<file path="src/rtl/tcam_pkg.sv">
// Shared TCAM definitions used by the match array, the priority encoder and the
// lookup controller.
package tcam_pkg;

  localparam int TCAM_ENTRIES = 16;
  localparam int TCAM_KEY_W   = 8;

  typedef struct packed {
    logic [TCAM_KEY_W-1:0] data;
    logic [TCAM_KEY_W-1:0] mask;
    logic                  valid;
  } tcam_entry_t;

endpackage

</file>
<file path="src/rtl/tcam_cell.sv">
// One ternary entry. It holds the entry registers, decodes its own write
// address and drives a combinational match line for the registered key.
import tcam_pkg::*;

module tcam_cell #(
  parameter int AW    = 4,
  parameter int INDEX = 0
) (
  input  logic                  clk,
  input  logic                  rst,
  input  logic                  wr_en,
  input  logic [AW-1:0]         wr_addr,
  input  logic [TCAM_KEY_W-1:0] wr_data,
  input  logic [TCAM_KEY_W-1:0] wr_mask,
  input  logic                  wr_valid,
  input  logic                  flush,
  input  logic [TCAM_KEY_W-1:0] key,
  output logic                  hit,
  output tcam_entry_t           ent
);

  localparam logic [AW-1:0] MY_ADDR = AW'(INDEX);

  logic wr_sel;

  assign wr_sel = wr_en && (wr_addr == MY_ADDR);

  // A write to this entry takes priority over a simultaneous flush.
  always_ff @(posedge clk or posedge rst) begin
    if (rst) begin
      ent <= '0;
    end else if (wr_sel) begin
      ent.data  <= wr_data;
      ent.mask  <= wr_mask;
      ent.valid <= wr_valid;
    end else if (flush) begin
      ent.valid <= 1'b0;
    end
  end

  assign hit = ent.valid && (((key ^ ent.data) & ~ent.mask) == '0);

endmodule

</file>
<file path="src/rtl/tcam_match_array.sv">
// TCAM storage and compare stage: two-stage search pipeline producing a
// registered multi-hot match vector, plus control-plane write and read-back.
import tcam_pkg::*;

module tcam_match_array #(
  parameter int ENTRIES = TCAM_ENTRIES,
  parameter int KEY_W   = TCAM_KEY_W
) (
  input  logic                         clk,
  input  logic                         rst,
  input  logic                         wr_en,
  input  logic [$clog2(ENTRIES)-1:0]   wr_addr,
  input  logic [KEY_W-1:0]             wr_data,
  input  logic [KEY_W-1:0]             wr_mask,
  input  logic                         wr_valid,
  input  logic                         flush,
  input  logic                         srch_valid,
  input  logic [KEY_W-1:0]             srch_key,
  output logic [ENTRIES-1:0]           match,
  output logic                         match_valid,
  output logic                         hit,
  input  logic [$clog2(ENTRIES)-1:0]   rd_addr,
  output logic [KEY_W-1:0]             rd_data,
  output logic [KEY_W-1:0]             rd_mask,
  output logic                         rd_ent_valid
);

  localparam int AW = $clog2(ENTRIES);

  logic [KEY_W-1:0]   key_q;
  logic               srch_q;
  logic [ENTRIES-1:0] match_lines;
  tcam_entry_t        ents [ENTRIES];

  for (genvar i = 0; i < ENTRIES; i++) begin : g_cell
    tcam_cell #(
      .AW    (AW),
      .INDEX (i)
    ) u_cell (
      .clk      (clk),
      .rst      (rst),
      .wr_en    (wr_en),
      .wr_addr  (wr_addr),
      .wr_data  (wr_data),
      .wr_mask  (wr_mask),
      .wr_valid (wr_valid),
      .flush    (flush),
      .key      (key_q),
      .hit      (match_lines[i]),
      .ent      (ents[i])
    );
  end

  // Stage 1 captures the key on the same edge that commits any write, so a
  // same-cycle write is already in the array when stage 2 compares.
  always_ff @(posedge clk or posedge rst) begin
    if (rst) begin
      key_q  <= '0;
      srch_q <= 1'b0;
    end else begin
      key_q  <= srch_key;
      srch_q <= srch_valid;
    end
  end

  // Outputs are forced to zero in idle cycles so no stale hits are presented.
  always_ff @(posedge clk or posedge rst) begin
    if (rst) begin
      match       <= '0;
      hit         <= 1'b0;
      match_valid <= 1'b0;
    end else begin
      match       <= srch_q ? match_lines : '0;
      hit         <= srch_q && (|match_lines);
      match_valid <= srch_q;
    end
  end

  always_ff @(posedge clk or posedge rst) begin
    if (rst) begin
      rd_data      <= '0;
      rd_mask      <= '0;
      rd_ent_valid <= 1'b0;
    end else begin
      rd_data      <= ents[rd_addr].data;
      rd_mask      <= ents[rd_addr].mask;
      rd_ent_valid <= ents[rd_addr].valid;
    end
  end

endmodule

</file>
<file path="config.mk">
export PLATFORM = sky130hd
export DESIGN_NAME = tcam_match_array
export DESIGN_NICKNAME = d
export VERILOG_FILES = /design/src/rtl/tcam_pkg.sv /design/src/rtl/tcam_cell.sv /design/src/rtl/tcam_match_array.sv
export SDC_FILE = /design/constraint.sdc
export NUM_CORES = 1
export LEC_CHECK = 0
export CORE_MARGIN = 4
export CORE_UTILIZATION = 53
export DETAILED_ROUTE_END_ITERATION = 8
export PLACE_DENSITY = 0.7
export REMOVE_ABC_BUFFERS = 1
export SYNTH_ARGS = -nofsm -noshare
export SYNTH_HDL_FRONTEND = slang
export SYNTH_HIERARCHICAL = 1
export SYNTH_SLANG_ARGS = --single-unit
</file>
<file path="constraint.sdc">
create_clock -name clk -period 4.55 [get_ports clk]
set_clock_uncertainty 0.1 [all_clocks]
set_input_delay 0.6825 -clock clk [delete_from_list [all_inputs] [get_ports clk]]
set_output_delay 0.6825 -clock clk [all_outputs]
set_load 0.005 [all_outputs]
</file>
==> load_flow_metrics.sql <==
INSERT INTO impl_metrics (metric_group, metric, value, unit) VALUES
('power_and_ir_drop', 'p_leak', '7.75', 'nW'),
('clock_network', 'clk_latency', '0.51', 'ns'),
('critical_path', 'worst_setup_path_start_kind', 'input pin', ''),
('synthesis', 'synth_seq_cells', '316', ''),
('global_route', 'grt.total_usage', '24.0', '%'),
('floorplanning', 'die-area', '33500', 'sq um'),
('critical_path', 'timing.critical_path.arrival', '3.12', 'ns'),
('global_route', 'antenna_found_initial', '0', ''),
('synthesis', 'cell_variety_after_synth', '38', ''),
('finish', 'n_antenna_cell', '0', ''),
('synthesis', 'yosys_synthesis_warning_count', '6', ''),
('synthesis', 'synth-xor-area-share', '6.92', '%'),
('critical_path', 'endpoint_required_time_on_the_critical_path', '4.84', 'ns'),
('floorplanning', 'io_pins', '73', ''),
('global_route', 'grt_total_ovfl', '0', ''),
('sta', 'period_minus_slack', '2.83', 'ns'),
('route', 'routed_wl', '39.6', 'mm'),
('floorplanning', 'fp.coreArea', '29900', 'sq um'),
('sta', 'max_slew_margin_vs_limit', '25.8', '%'),
('worst_hold_path', 'hold_path_class', 'reg2reg', ''),
('sta', 'timing_hold_violations_final', '0', ''),
('finish', 'num-fill-cells', '2286', ''),
('route', 'num_vias', '9628', ''),
('power_and_ir_drop', 'vdd.ir_drop.worst', '0.264', 'mV'),
('synthesis', 'synth_async_sr_flop_share', '100', '%'),
('sta', 'timing.fmax', '0.353', 'GHz'),
('floorplanning', 'floorplan.initialDensity', '54.3', '%'),
('synthesis', 'ys_dominant_reg_cell', 'sky130_fd_sc_hd__dfrtp_1', ''),
('floorplanning', 'die_width', '183', 'microns'),
('sta', 'grt_setup_unrepaired', 'no', ''),
('clock_network', 'cts_root_buf', 'sky130_fd_sc_hd__clkbuf_16', ''),
('placement', 'place.detailed.hpwl', '27.5', 'mm'),
('finish', 'num-nets-final', '1220', ''),
('synthesis', 'number_of_synthesized_flops_with_an_enable_pin', '0', ''),
('floorplanning', 'floorplan.rows', '63', ''),
('clock_network', 'cts.repair.resized', '0', ''),
('sta', 'tightestPinTransition', '1.11', 'ns'),
('global_route', 'vias_in_the_first_global_route', '10249', ''),
('sta', 'fin_crit_sh', '62.3', '%'),
('route', 'drcViolationCount', '0', ''),
('synthesis', 'syn-cell-area', '16200', 'sq um'),
('finish', 'mostFrequentLayoutCells', 'sky130_fd_sc_hd__dfrtp_1, sky130_fd_sc_hd__mux2_2, sky130_fd_sc_hd__xnor2_1, sky130_fd_sc_hd__mux2_4, sky130_fd_sc_hd__clkdlybuf4s50_1', ''),
('clock_network', 'hold_buffers', '0', ''),
('clock_network', 'clock_tree.buffer_depth', '3', ''),
('finish', 'flow.area_growth_from_synthesis', '12.8', '%'),
('synthesis', 'syn_inst', '1096', ''),
('sta', 'setup_violations', '0', ''),
('route', 'via_per_inst', '6.04', ''),
('worst_hold_path', 'hold_path_depth', '1', ''),
('sta', 'fin_setup_tns', '0', 'ns'),
('clock_network', 'cts_setup_buffers', '0', ''),
('synthesis', 'synth_simple_gate_area_share', '7.00', '%'),
('clock_network', 'path_clk_slew', '0.06', 'ns'),
('clock_network', 'cts_tree', 'yes', ''),
('power_and_ir_drop', 'pwr_density_cell', '470', 'nW/um^2'),
('placement', 'pre_cts_ws', '1.20', 'ns'),
('floorplanning', 'die_outline_height', '183', 'microns'),
('flow_run', 'maxCapViolCount', '0', ''),
('clock_network', 'numClockSinks', '316', ''),
('clock_network', 'numCtsBuffers', '36', ''),
('route', 'ant_nets', '0', ''),
('critical_path', 'crit_path_end_kind', 'register', ''),
('synthesis', 'avgSynthCellArea', '14.8', 'sq um'),
('critical_path', 'reg2reg_path_depth', '6', ''),
('critical_path', 'criticalPathCategory', 'in2reg', ''),
('synthesis', 'yosysSeqAreaShare', '48.8', '%'),
('global_route', 'grt_pass1_wl', '62.2', 'mm'),
('sta', 'slew_violations', '0', ''),
('placement', 'globalplace.congestion', '0.867', ''),
('route', 'drtIter0Drc', '832', ''),
('placement', 'port_buffers', '72', ''),
('route', 'drt_pass1_iterations', '5', ''),
('finish', 'final_common_cell', 'sky130_fd_sc_hd__dfrtp_1', ''),
('sta', 'timing.final.ws_setup', '1.72', 'ns'),
('critical_path', 'worstPathMaxFanout', '18', ''),
('synthesis', 'synth_fa_ha_area_share', '0', '%'),
('route', 'detail_route.wl_per_cell', '24.8', 'microns'),
('synthesis', 'synth_compound_area_share', '4.47', '%'),
('global_route', 'grt_max_degree', '45', ''),
('finish', 'post_route_cells_drive_above_1_share', '34.7', '%'),
('outcome', 'outcome', 'complete, no violations', ''),
('synthesis', 'synthMuxAreaShare', '29.8', '%'),
('synthesis', 'dominant_combinational_cell_family_by_area_after_synthesis', 'multiplexers', ''),
('clock_network', 'htree_num_levels', '2', '');
==> Yosys cell counts, types with 3 or more instances <==
library cell               instances  share of area, %
sky130_fd_sc_hd__dfrtp_1         316                49
sky130_fd_sc_hd__mux2_2          152                11
sky130_fd_sc_hd__xnor2_1         128               6.9
sky130_fd_sc_hd__mux2_4          104               9.6
sky130_fd_sc_hd__mux4_2           59               8.2
sky130_fd_sc_hd__o22ai_1          48               1.9
sky130_fd_sc_hd__a22oi_1          34               1.6
sky130_fd_sc_hd__o21ai_0          32              0.99
sky130_fd_sc_hd__nand2_1          31              0.72
sky130_fd_sc_hd__inv_1            22              0.51
sky130_fd_sc_hd__nor2_1           19              0.44
sky130_fd_sc_hd__and2_1           17              0.66
sky130_fd_sc_hd__or3_1            16              0.62
sky130_fd_sc_hd__nand2b_1         13              0.50
sky130_fd_sc_hd__clkbuf_1         11              0.25
sky130_fd_sc_hd__buf_6            10              0.69
sky130_fd_sc_hd__mux4_1            9               1.5
sky130_fd_sc_hd__nor3_1            9              0.28
sky130_fd_sc_hd__buf_2             8              0.25
sky130_fd_sc_hd__buf_8             7              0.65
sky130_fd_sc_hd__nor3_2            7              0.43
sky130_fd_sc_hd__buf_12            5              0.62
sky130_fd_sc_hd__nand4b_4          5              0.73
sky130_fd_sc_hd__nor2_8            5              0.62
sky130_fd_sc_hd__nand3b_1          4              0.19
sky130_fd_sc_hd__nor4_1            4              0.15
sky130_fd_sc_hd__nand4_4           3              0.39
sky130_fd_sc_hd__nor4_4            3              0.39
==> per-layer routing <==
metal / track usage [%] / part of all wire, % / wire [microns] / up-vias
met1: 35.8 / 46 / 18100 / 5063
met3: 4.34 / 5.8 / 2300 / 54
met2: 37.5 / 46 / 18400 / 286
met4: 5.24 / 1.9 / 763 / 0
met5: 0 / 0 / 0 / -
li1: - / - / - / 4225
==> worst paths after layout <==
path | start | end | slack [ns]
setup / recovery | wr_addr[3] | g_cell[14].u_cell/ent[16]$_DFFE_PP0P_ | 1.72
hold / removal | g_cell[1].u_cell/ent[5]$_DFFE_PP0P_ | g_cell[1].u_cell/ent[5]$_DFFE_PP0P_ | 0.43
setup reg to reg | key_q[0]$_DFF_PP0_ | hit$_DFF_PP0_ | 1.82
hold reg to reg | g_cell[1].u_cell/ent[5]$_DFFE_PP0P_ | g_cell[1].u_cell/ent[5]$_DFFE_PP0P_ | 0.43
max in group asynchronous | rst | key_q[4]$_DFF_PP0_ | 2.59
min in group asynchronous | rst | g_cell[7].u_cell/ent[5]$_DFFE_PP0P_ | 1.01
==> critical path: stages <==
cell	delay, ns
sky130_fd_sc_hd__clkdlybuf4s50_1	1.21
sky130_fd_sc_hd__nand4_2	0.23
sky130_fd_sc_hd__nor2_4	0.56
sky130_fd_sc_hd__mux2_2	0.41
==> state kept, by name, summed over array words and instances, names as in the netlist <==
| name | cells |
|---|---|
| srch_q | 1 |
| match_valid | 1 |
| key_q | 8 |
| hit | 1 |
| match | 16 |
| g_cell.u_cell/ent | 272 |
| rd_mask | 8 |
| rd_ent_valid | 1 |
| rd_data | 8 |
==> where the power goes <==
part,internal (W),total [W],switching (W)
Combinational,0.00117,0.00185,0.000680
Sequential,0.00339,0.00394,0.000554
Clock,0.00168,0.00280,0.00112
==> metrics by stage <==
| step | hold slack [ns] | std cells | instance area [sq um] | power, W | util, % |
|---|---|---|---|---|---|
| global route | 0.445 | 1595 | 18300 | 0.00898 | 61.2 |
| floorplan | 0.389 | 1054 | 15800 | 0.00515 | - |
| global placement | 0.409 | 1534 | 17200 | 0.00575 | 57.4 |
| finish | 0.432 | 1595 | 18300 | 0.00859 | 61.2 |
| detailed placement | 0.417 | 1534 | 17200 | 0.00581 | 57.4 |
| CTS | 0.436 | 1595 | 18300 | 0.00865 | 61.2 |
==> cells by family after synthesis <==
kind of cell	Yosys count
AOI/OAI and AO/OA	115
xor gates and xnor gates	128
buffers and inverters	64
and+or+nand+nor	149
DFF	316
muxes	324
==> final cells by class <==
cell class	instances	area (sq um)	area share (%)
Timing Repair Buffer	90	861	4.71
Sequential cell	316	7910	43.2
Multi-Input combinational cell	716	7820	42.8
Clock inverter	8	92.6	0.506
Clock buffer	53	1040	5.67
Inverter	22	82.6	0.452
Tap cell	390	488	2.67
Note: power is estimated with default switching activity, not from simulation.
